## src/rtl/udc_counter.sv

```systemverilog
// Parametrised up/down counter: programmable limit, wrap/saturate, synchronous load,
// enable-gated prescaler and a registered one-cycle terminal-count pulse.
module udc_counter #(
  parameter int unsigned WIDTH    = 4,
  parameter int unsigned PRESCALE = 1
) (
  input  logic             udc_clk,
  input  logic             udc_rst,
  input  logic             udc_en,
  input  logic             udc_sel,
  input  logic             udc_mode,
  input  logic             udc_ld,
  input  logic [WIDTH-1:0] udc_d,
  input  logic [WIDTH-1:0] udc_max,
  output logic [WIDTH-1:0] udc_q,
  output logic             udc_tc
);

  localparam int unsigned PW = (PRESCALE > 1) ? $clog2(PRESCALE) : 1;
  localparam logic [PW-1:0] PRE_LAST = PW'(PRESCALE - 1);

  logic [PW-1:0]    pre;
  logic             step_c;
  logic [WIDTH-1:0] q_step_c;
  logic             tc_step_c;
  logic [WIDTH-1:0] q_load_c;

  assign step_c   = udc_en && (pre == PRE_LAST);
  assign q_load_c = (udc_d > udc_max) ? udc_max : udc_d;

  // Next count and terminal flag for a step, from direction, limit and mode.
  always_comb begin
    q_step_c  = udc_q;
    tc_step_c = 1'b0;
    if (udc_sel) begin
      if (udc_q < udc_max) begin
        q_step_c = udc_q + WIDTH'(1);
      end else begin
        q_step_c  = udc_mode ? udc_max : '0;
        tc_step_c = 1'b1;
      end
    end else begin
      if (udc_q > udc_max) begin
        // Limit was lowered below the count: snap to it without a terminal event.
        q_step_c = udc_max;
      end else if (udc_q != '0) begin
        q_step_c = udc_q - WIDTH'(1);
      end else begin
        q_step_c  = udc_mode ? '0 : udc_max;
        tc_step_c = 1'b1;
      end
    end
  end

  // Prescaler: advances only while enabled, cleared by load.
  always_ff @(posedge udc_clk or negedge udc_rst) begin
    if (!udc_rst) begin
      pre <= '0;
    end else if (udc_ld) begin
      pre <= '0;
    end else if (udc_en) begin
      pre <= step_c ? '0 : pre + PW'(1);
    end
  end

  // Count and terminal-count registers; load outranks step.
  always_ff @(posedge udc_clk or negedge udc_rst) begin
    if (!udc_rst) begin
      udc_q  <= '0;
      udc_tc <= 1'b0;
    end else if (udc_ld) begin
      udc_q  <= q_load_c;
      udc_tc <= 1'b0;
    end else if (step_c) begin
      udc_q  <= q_step_c;
      udc_tc <= tc_step_c;
    end else begin
      udc_tc <= 1'b0;
    end
  end

endmodule

```

## config.mk

```make
export PLATFORM = sky130hd
export DESIGN_NAME = udc_counter
export DESIGN_NICKNAME = d
export VERILOG_FILES = /design/src/rtl/udc_counter.sv
export SDC_FILE = /design/constraint.sdc
export NUM_CORES = 1
export LEC_CHECK = 0
export CORE_MARGIN = 2
export CORE_UTILIZATION = 30
export DETAILED_ROUTE_END_ITERATION = 10
export DONT_BUFFER_PORTS = 1
export GPL_TIMING_DRIVEN = 0
export PLACE_DENSITY = 0.43
export SYNTH_ARGS = -nofsm -noshare
export SYNTH_HDL_FRONTEND = slang
export SYNTH_SLANG_ARGS = --single-unit
export TNS_END_PERCENT = 30
```

## constraint.sdc

```tcl
create_clock -name udc_clk -period 2.2 [get_ports udc_clk]
set_clock_uncertainty 0.1 [all_clocks]
set_input_delay 0.11 -clock udc_clk [delete_from_list [all_inputs] [get_ports udc_clk]]
set_output_delay 0.11 -clock udc_clk [all_outputs]
set_load 0.005 [all_outputs]
```

==> metrics, run 1 <==
status=complete, but fails checks; failing checks=negative setup slack; Root Driver=clkbuf_4; area of the multi-input gates=640.6 um2; Hold Path Class=in2reg; worst setup margin=-0.01880 ns; commonest non-fill, non-tap cells in the layout=nand2_1 (13), inv_1 (8), a21oi_1 (7), buf_4 (7); min Tclk post-route=2.219 ns; Die Wd=54.44 um; Final Cycle Share=100.9%; Slew headroom=65.07%; area grow syn2layout=29.18%; max incr delay on CP=0.48 ns; Mapped Cells=94; finished layout cell area=985.9 um2; sequential share of power=29.4%; Final setup viols=1; number of global-route vias before repair=784; Psw=0.2519 mW; Initial Util=31.09%; Clock Sinks=6; routability cong.=0.8059; worst-path fanout max=8; flop and latch count out of synthesis=6; Placeable Area=0.002455 mm2; gr ovfl total=0; sequential share of the synthesized area=19.67%; Post-Syn Area=763.2 um2; num ports=19; worst path cell trace=inv_4 > ha_4 > nand4_1 > a22o_1 > a21o_1 > a221o_1 > a221o_1; CTS tree=built; Site Rows=18; register area=155.1 um2; Syn Nets=118; vias=767; Fin. Hold Viols=0; clk buf depth=2; # DRC=0; largest net degree at the start of global routing=11; RSZ-0062 raised after global routing=true; die area=0.002964 mm2; CP Capture Type=register; first-pass GRT wire length=3629 um; Die H=54.44 um; Leakage=0.4333 nW; CTS Buf Count=3; drt first pass iters=4; Global Route Usage Sum=17.43%; compound-gate portion of the synthesized area=28.69%; port bufs=0; Slowest cell on crit path=dfrtp_2; P_int=0.3631 mW; Filler Cells Inserted=254; Post-synth EDFFs=0; antenna-violating nets left=0; First DRT Iteration DRCs=18; most used cell, CP=a221o_1; switching share of power=40.96%; antenna diode count=0; Clock Latency Late Sink=0.24 ns; Synth warnings=0; main combinational cell family by area after synthesis=compound AO/OA/AOI/OAI gates; clock share of power=15.8%; Slew Viols, Final=0; layout cells sized above 1=24.30%; pwr/cell area=623.8 mW/mm2; Peak VDD IR=310.8 uV; Placed Instance Area=813.3 um2; Max Cap Viol=0; mux cell area share after synthesis=5.246%; final WL=2264 um; commonest non-fill, non-tap cell in the layout=nand2_1; worst path required time=2.21 ns; adder-cell share of the synthesized area=16.39%; initial antenna violation count=0; DR WL/cell=16.53 um; measured slew at the worst slew-check pin=0.5239 ns; critical path class=reg2reg; CTS clk-pin slew, worst paths=0.04 ns; H-Tree Depth=1; Via-to-Cell Ratio=5.599; logic gate share of total power=54.8%; ys flop type=dfrtp_1; Hold Slack=0.01688 ns; ys async rst share=100.0%; Synth Area in Simple Gates=21.80%; Critical Path AT=2.23 ns; Yosys cell types=31; Worst Setup Start Kind=register; dpl hpwl=1709 um; average size of a mapped cell=8.119 um2; fmax=450.7 MHz; XOR/XNOR share of the synthesized area=2.295%; Net count, final=133
## state kept, by name (all words and copies together) (netlist names)
register	cells
udc_q	4
udc_tc	1
pre	1
## power groups by stage
stage	Clock, mW	Sequential [mW]	Combinational [mW]
5_1_grt	0.113	0.186	0.378
3_5_place_dp	0	0.176	0.260
3_3_place_gp	0	0.175	0.261
2_1_floorplan	0	0.156	0.212
6_report	0.0972	0.181	0.337
4_1_cts	0.103	0.183	0.326
## metal layers
metal | GRT usage, % | vias to the layer above | part of all wire (%)
met4 | 9.583 | 0 | 1.9
met5 | 0 | - | 0
met3 | 1.913 | 6 | 5.2
met1 | 22.17 | 352 | 43
met2 | 28.51 | 22 | 50
li1 | - | 387 | -
## cell usage after synthesis, drive strengths merged (4+ instances only)
cell | count | area [um2]
nand2 | 13 | 48.80
ha | 10 | 125.1
inv | 10 | 37.54
a21oi | 7 | 35.03
dfrtp | 6 | 150.1
mux2i | 4 | 40.04
nand3 | 4 | 20.02
## cell type report
| type | instances | area share (%) |
|---|---|---|
| multi-input cells | 77 | 64.97 |
| flip-flops and latches | 6 | 15.74 |
| repair buffers | 10 | 8.376 |
| inverters | 10 | 4.061 |
| well taps | 30 | 3.807 |
| clock buffers | 3 | 2.284 |
| plain buffers | 1 | 0.7614 |
## final timing paths
check                                startpoint              endpoint  slack [ns]  depth (start not counted)
max in group asynchronous               udc_rst  udc_q[0]$_DFFE_PN0P_        1.71                          1
hold / removal                           udc_ld  udc_q[3]$_DFFE_PN0P_        0.02                          2
min in group asynchronous               udc_rst      udc_tc$_DFF_PN0_        0.07                          1
hold reg to reg            udc_q[0]$_DFFE_PN0P_  udc_q[0]$_DFFE_PN0P_        0.56                          2
setup reg to reg           udc_q[0]$_DFFE_PN0P_  udc_q[1]$_DFFE_PN0P_       -0.02                          7
setup / recovery           udc_q[0]$_DFFE_PN0P_  udc_q[1]$_DFFE_PN0P_       -0.02                          7
## stage by stage
step                      cells  worst slack [ns]  power, mW  utilization (%)   TNS (ns)
final                       137          -0.01880     0.6150            40.16   -0.01880
after global placement      124           -0.3134     0.4363            33.13    -0.7935
after floorplan              94           0.05069     0.3679                -          0
after CTS                   136         -0.009014     0.6115            39.86  -0.009014
after detailed placement    124           -0.2989     0.4351            33.13    -0.6649
after global routing        137           -0.1274     0.6771            40.16    -0.2190
## critical path: cells and delay by family, from the launching register on
family                   cells  cell delay (ns)
AND/OR/NAND/NOR              1             0.15
buffers and inverters        1             0.07
adder cells (fa/ha/maj)      1             0.26
flip-flops                   1             0.48
AO/OA/AOI/OAI                4             1.03
## kinds of logic after synthesis
logic type,Yosys count
AO/OA/AOI/OAI,29
XOR/XNOR,2
adder cells (fa/ha/maj),10
buffers and inverters,11
flip-flops,6
multiplexers,4
AND/OR/NAND/NOR,32
## timing repair
item | 4_1_cts | 5_1_grt
resized for setup | 15 | 0
setup endpoints to repair | 4 | 4
setup buffers | 6 | 1
hold buffers | 3 | 0
hold endpoints to repair | 7 | 0
pin swaps | 7 | 4
No activity file was read; power rests on OpenSTA's default activity.
==> inputs of run 2 (changes only) <==
--- a/config.mk
+++ b/config.mk
@@ -11,6 +11,8 @@
 export DONT_BUFFER_PORTS = 1
 export GPL_TIMING_DRIVEN = 0
 export PLACE_DENSITY = 0.43
+export SETUP_SLACK_MARGIN = 0.2
+export SLEW_MARGIN = 20
 export SYNTH_ARGS = -nofsm -noshare
 export SYNTH_HDL_FRONTEND = slang
 export SYNTH_SLANG_ARGS = --single-unit
==> run 2 against run 1 <==
The flow still finishes with violations (negative setup slack). Non-clock buffer count decreased by 2. Global-route usage increased by 0.93 points. Setup slack got worse by 0.0071 ns. Largest cell class unchanged.
==> metrics, run 2 (synthesis gave the netlist of run 1 again) <==
status=complete, but fails checks; failing checks=negative setup slack; min Tclk post-route=2.226 ns (+0.007100 ns); post-layout util=40.93% (+0.76 points); clock share of power=16.5% (+0.7 points); CP Capture Type=register; Finished Layout Cells=136 (-0.73%); Max Cap Viol=0 (unchanged); fmax=449.3 MHz (-0.32%); area grow syn2layout=31.64%; num ports=19 (unchanged); logic gate share of total power=56.7% (+1.9 points); port bufs=0 (unchanged); worst-path fanout max=8 (unchanged); Critical Path AT=2.24 ns (about the same); critical path class=reg2reg; routability cong.=0.8146 (+1.1%); Cells after DPL=124 (unchanged); Final setup viols=1 (unchanged); met1 WL=1038 um (+5.8%); largest net degree at the start of global routing=11 (unchanged); worst hold stages=2 (unchanged); Leakage=0.4342 nW (+0.21%); Slew Viols, Final=0 (unchanged); First DRT Iteration DRCs=36 (+18); Peak VDD IR=492.6 uV (+58%); Largest register FFs=4 (unchanged); met2 wire length=1083 um (-3.6%); switching share of power=41.52% (+0.57 points); Largest delay share family, worst path=compound AO/OA/AOI/OAI gates; commonest non-fill, non-tap cell in the layout=nand2_1; Worst R2R End=udc_q[1]$_DFFE_PN0P_; die area=0.002964 mm2 (unchanged); worst-case reg-to-reg path depth=6 (-1); worst path cell trace=ha_4 > a21o_4 > a22o_1 > a21o_1 > a221o_1 > a221o_1; CTS clk-pin slew, worst paths=0.05 ns (about the same); Top reg by flops=udc_q; Worst Setup Start Kind=register; finished layout cell area=0.001005 mm2 (+1.9%); Slew headroom=66.63% (+1.6 points); first-pass GRT wire length=3746 um (+3.2%); Site Rows=18 (unchanged); measured slew at the worst slew-check pin=0.5006 ns (-0.02337 ns); reg2reg start=udc_q[3]$_DFFE_PN0P_; Root Driver=clkbuf_4; Placed Instance Area=818.3 um2 (+0.62%); HP Start=udc_d[3]; commonest non-fill, non-tap cells in the layout=nand2_1 (12), inv_1 (9), a21oi_1 (6), ha_1 (6), buf_4 (5); drt first pass iters=4 (unchanged); worst path required time=2.22 ns (about the same); max incr delay on CP=0.50 ns (+0.02 ns); initial antenna violation count=0 (unchanged); WP buf/inv=0 (-1); Slowest cell on crit path=dfrtp_2; worst hold path endpoint=udc_q[3]$_DFFE_PN0P_; CTS tree=built; Placeable Area=0.002455 mm2 (unchanged); vias=818 (+6.6%); Global Route Usage Sum=18.36% (+0.93 points); Hold Slack=0.01599 ns (-0.0008920 ns); RSZ-0062 raised after global routing=true; Hold Path Class=in2reg; WL met3=264 um (+130%); pwr/cell area=656.5 mW/mm2 (+5.2%); antenna-violating nets left=0 (unchanged); Psw=0.2739 mW (+8.7%); P_int=0.3857 mW (+6.2%); Via-to-Cell Ratio=6.015 (+7.4%); # DRC=0 (unchanged); most used cell, CP=a221o_1; Filler Cells Inserted=265 (+4.3%); dpl hpwl=1793 um (+4.9%); Clock Latency Late Sink=0.24 ns (about the same); H-Tree Depth=1 (unchanged); gr ovfl total=0 (unchanged); layout cells sized above 1=25.47% (+1.2 points); r2r setup slk=-0.03 ns (about the same); final WL=2404 um (+6.2%); Final Cycle Share=101.2% (+0.32 points); Largest regs=udc_q (4), pre (1), udc_tc (1); sequential share of power=26.9% (-2.5 points); worst setup margin=-0.02590 ns (-0.007100 ns); DR top layer=met4; Fin. Hold Viols=0 (unchanged); clk buf depth=2 (unchanged); Clock Sinks=6 (unchanged); PnR Total Power=0.6596 mW (+7.3%); antenna diode count=0 (unchanged); Die H=54.44 um (unchanged); Die Wd=54.44 um (unchanged); DR WL/cell=17.68 um (+7.0%); Net count, final=131 (-1.5%); CTS Buf Count=3 (unchanged); Initial Util=31.09% (unchanged); number of global-route vias before repair=783 (-0.13%)
[run 2: routing by layer]
layer / GRT usage (%) / vias up
li1: - / 388
met1: 23.89 / 384
met2: 28.31 / 44
met3: 7.923 / 2
met4: 3.333 / 0
met5: 0 / -
[run 2: repair_timing]
action | 4_1_cts | 5_1_grt
setup endpoints to repair | 5 | 4
gates resized for setup | 8 | 9
pin swaps | 6 | 7
buffers inserted | 4 | 1
hold endpoints to repair | 7 | 0
hold buffers | 3 | 0
[run 2: worst max-delay path by stage]
| stage | start | endpoint | slack, ns | cells past startpoint |
|---|---|---|---|---|
| 6_report | udc_q[3]$_DFFE_PN0P_ | udc_q[1]$_DFFE_PN0P_ | -0.03 | 6 |
| 5_1_grt | udc_q[3]$_DFFE_PN0P_ | udc_q[1]$_DFFE_PN0P_ | -0.05 | 6 |
| 4_1_cts | udc_q[3]$_DFFE_PN0P_ | udc_q[1]$_DFFE_PN0P_ | -0.03 | 6 |
| 3_5_place_dp | udc_q[1]$_DFFE_PN0P_ | udc_q[2]$_DFFE_PN0P_ | -0.40 | 6 |
| 3_3_place_gp | udc_q[1]$_DFFE_PN0P_ | udc_q[2]$_DFFE_PN0P_ | -0.40 | 6 |
| 2_1_floorplan | udc_q[1]$_DFFE_PN0P_ | udc_q[1]$_DFFE_PN0P_ | 0.09 | 6 |
[run 2: worst register-to-register path: stages (launching register included)]
cell     delay (ns)
dfrtp_2        0.50
ha_4           0.27
a21o_4         0.20
a22o_1         0.20
a21o_1         0.18
a221o_1        0.34
a221o_1        0.30
[run 2: power by group through the flow]
stage               Sequential, mW  Combinational (mW)  Clock (mW)
finish                       0.177               0.374       0.109
detailed placement           0.176               0.268           0
global placement             0.176               0.265           0
global route                 0.183               0.406       0.124
floorplan                    0.157               0.214           0
CTS                          0.177               0.315       0.115
[run 2: area by class of cell]
class / count / area, um2 / area share, %
clock buffer: 4 / 26.28 / 2.615
buffer: 1 / 7.507 / 0.7472
sequential: 6 / 155.1 / 15.44
multi-input combinational: 77 / 673.1 / 67.00
tap: 30 / 37.54 / 3.736
timing repair buffer: 8 / 67.56 / 6.725
inverter: 10 / 37.54 / 3.736
[run 2: through the flow]
step,setup TNS (ns),setup WS [ns]
5_1_grt,-0.05230,-0.05230
3_5_place_dp,-0.5902,-0.3999
6_report,-0.02590,-0.02590
4_1_cts,-0.03111,-0.02691
2_1_floorplan,0,0.09151
3_3_place_gp,-0.6322,-0.4039
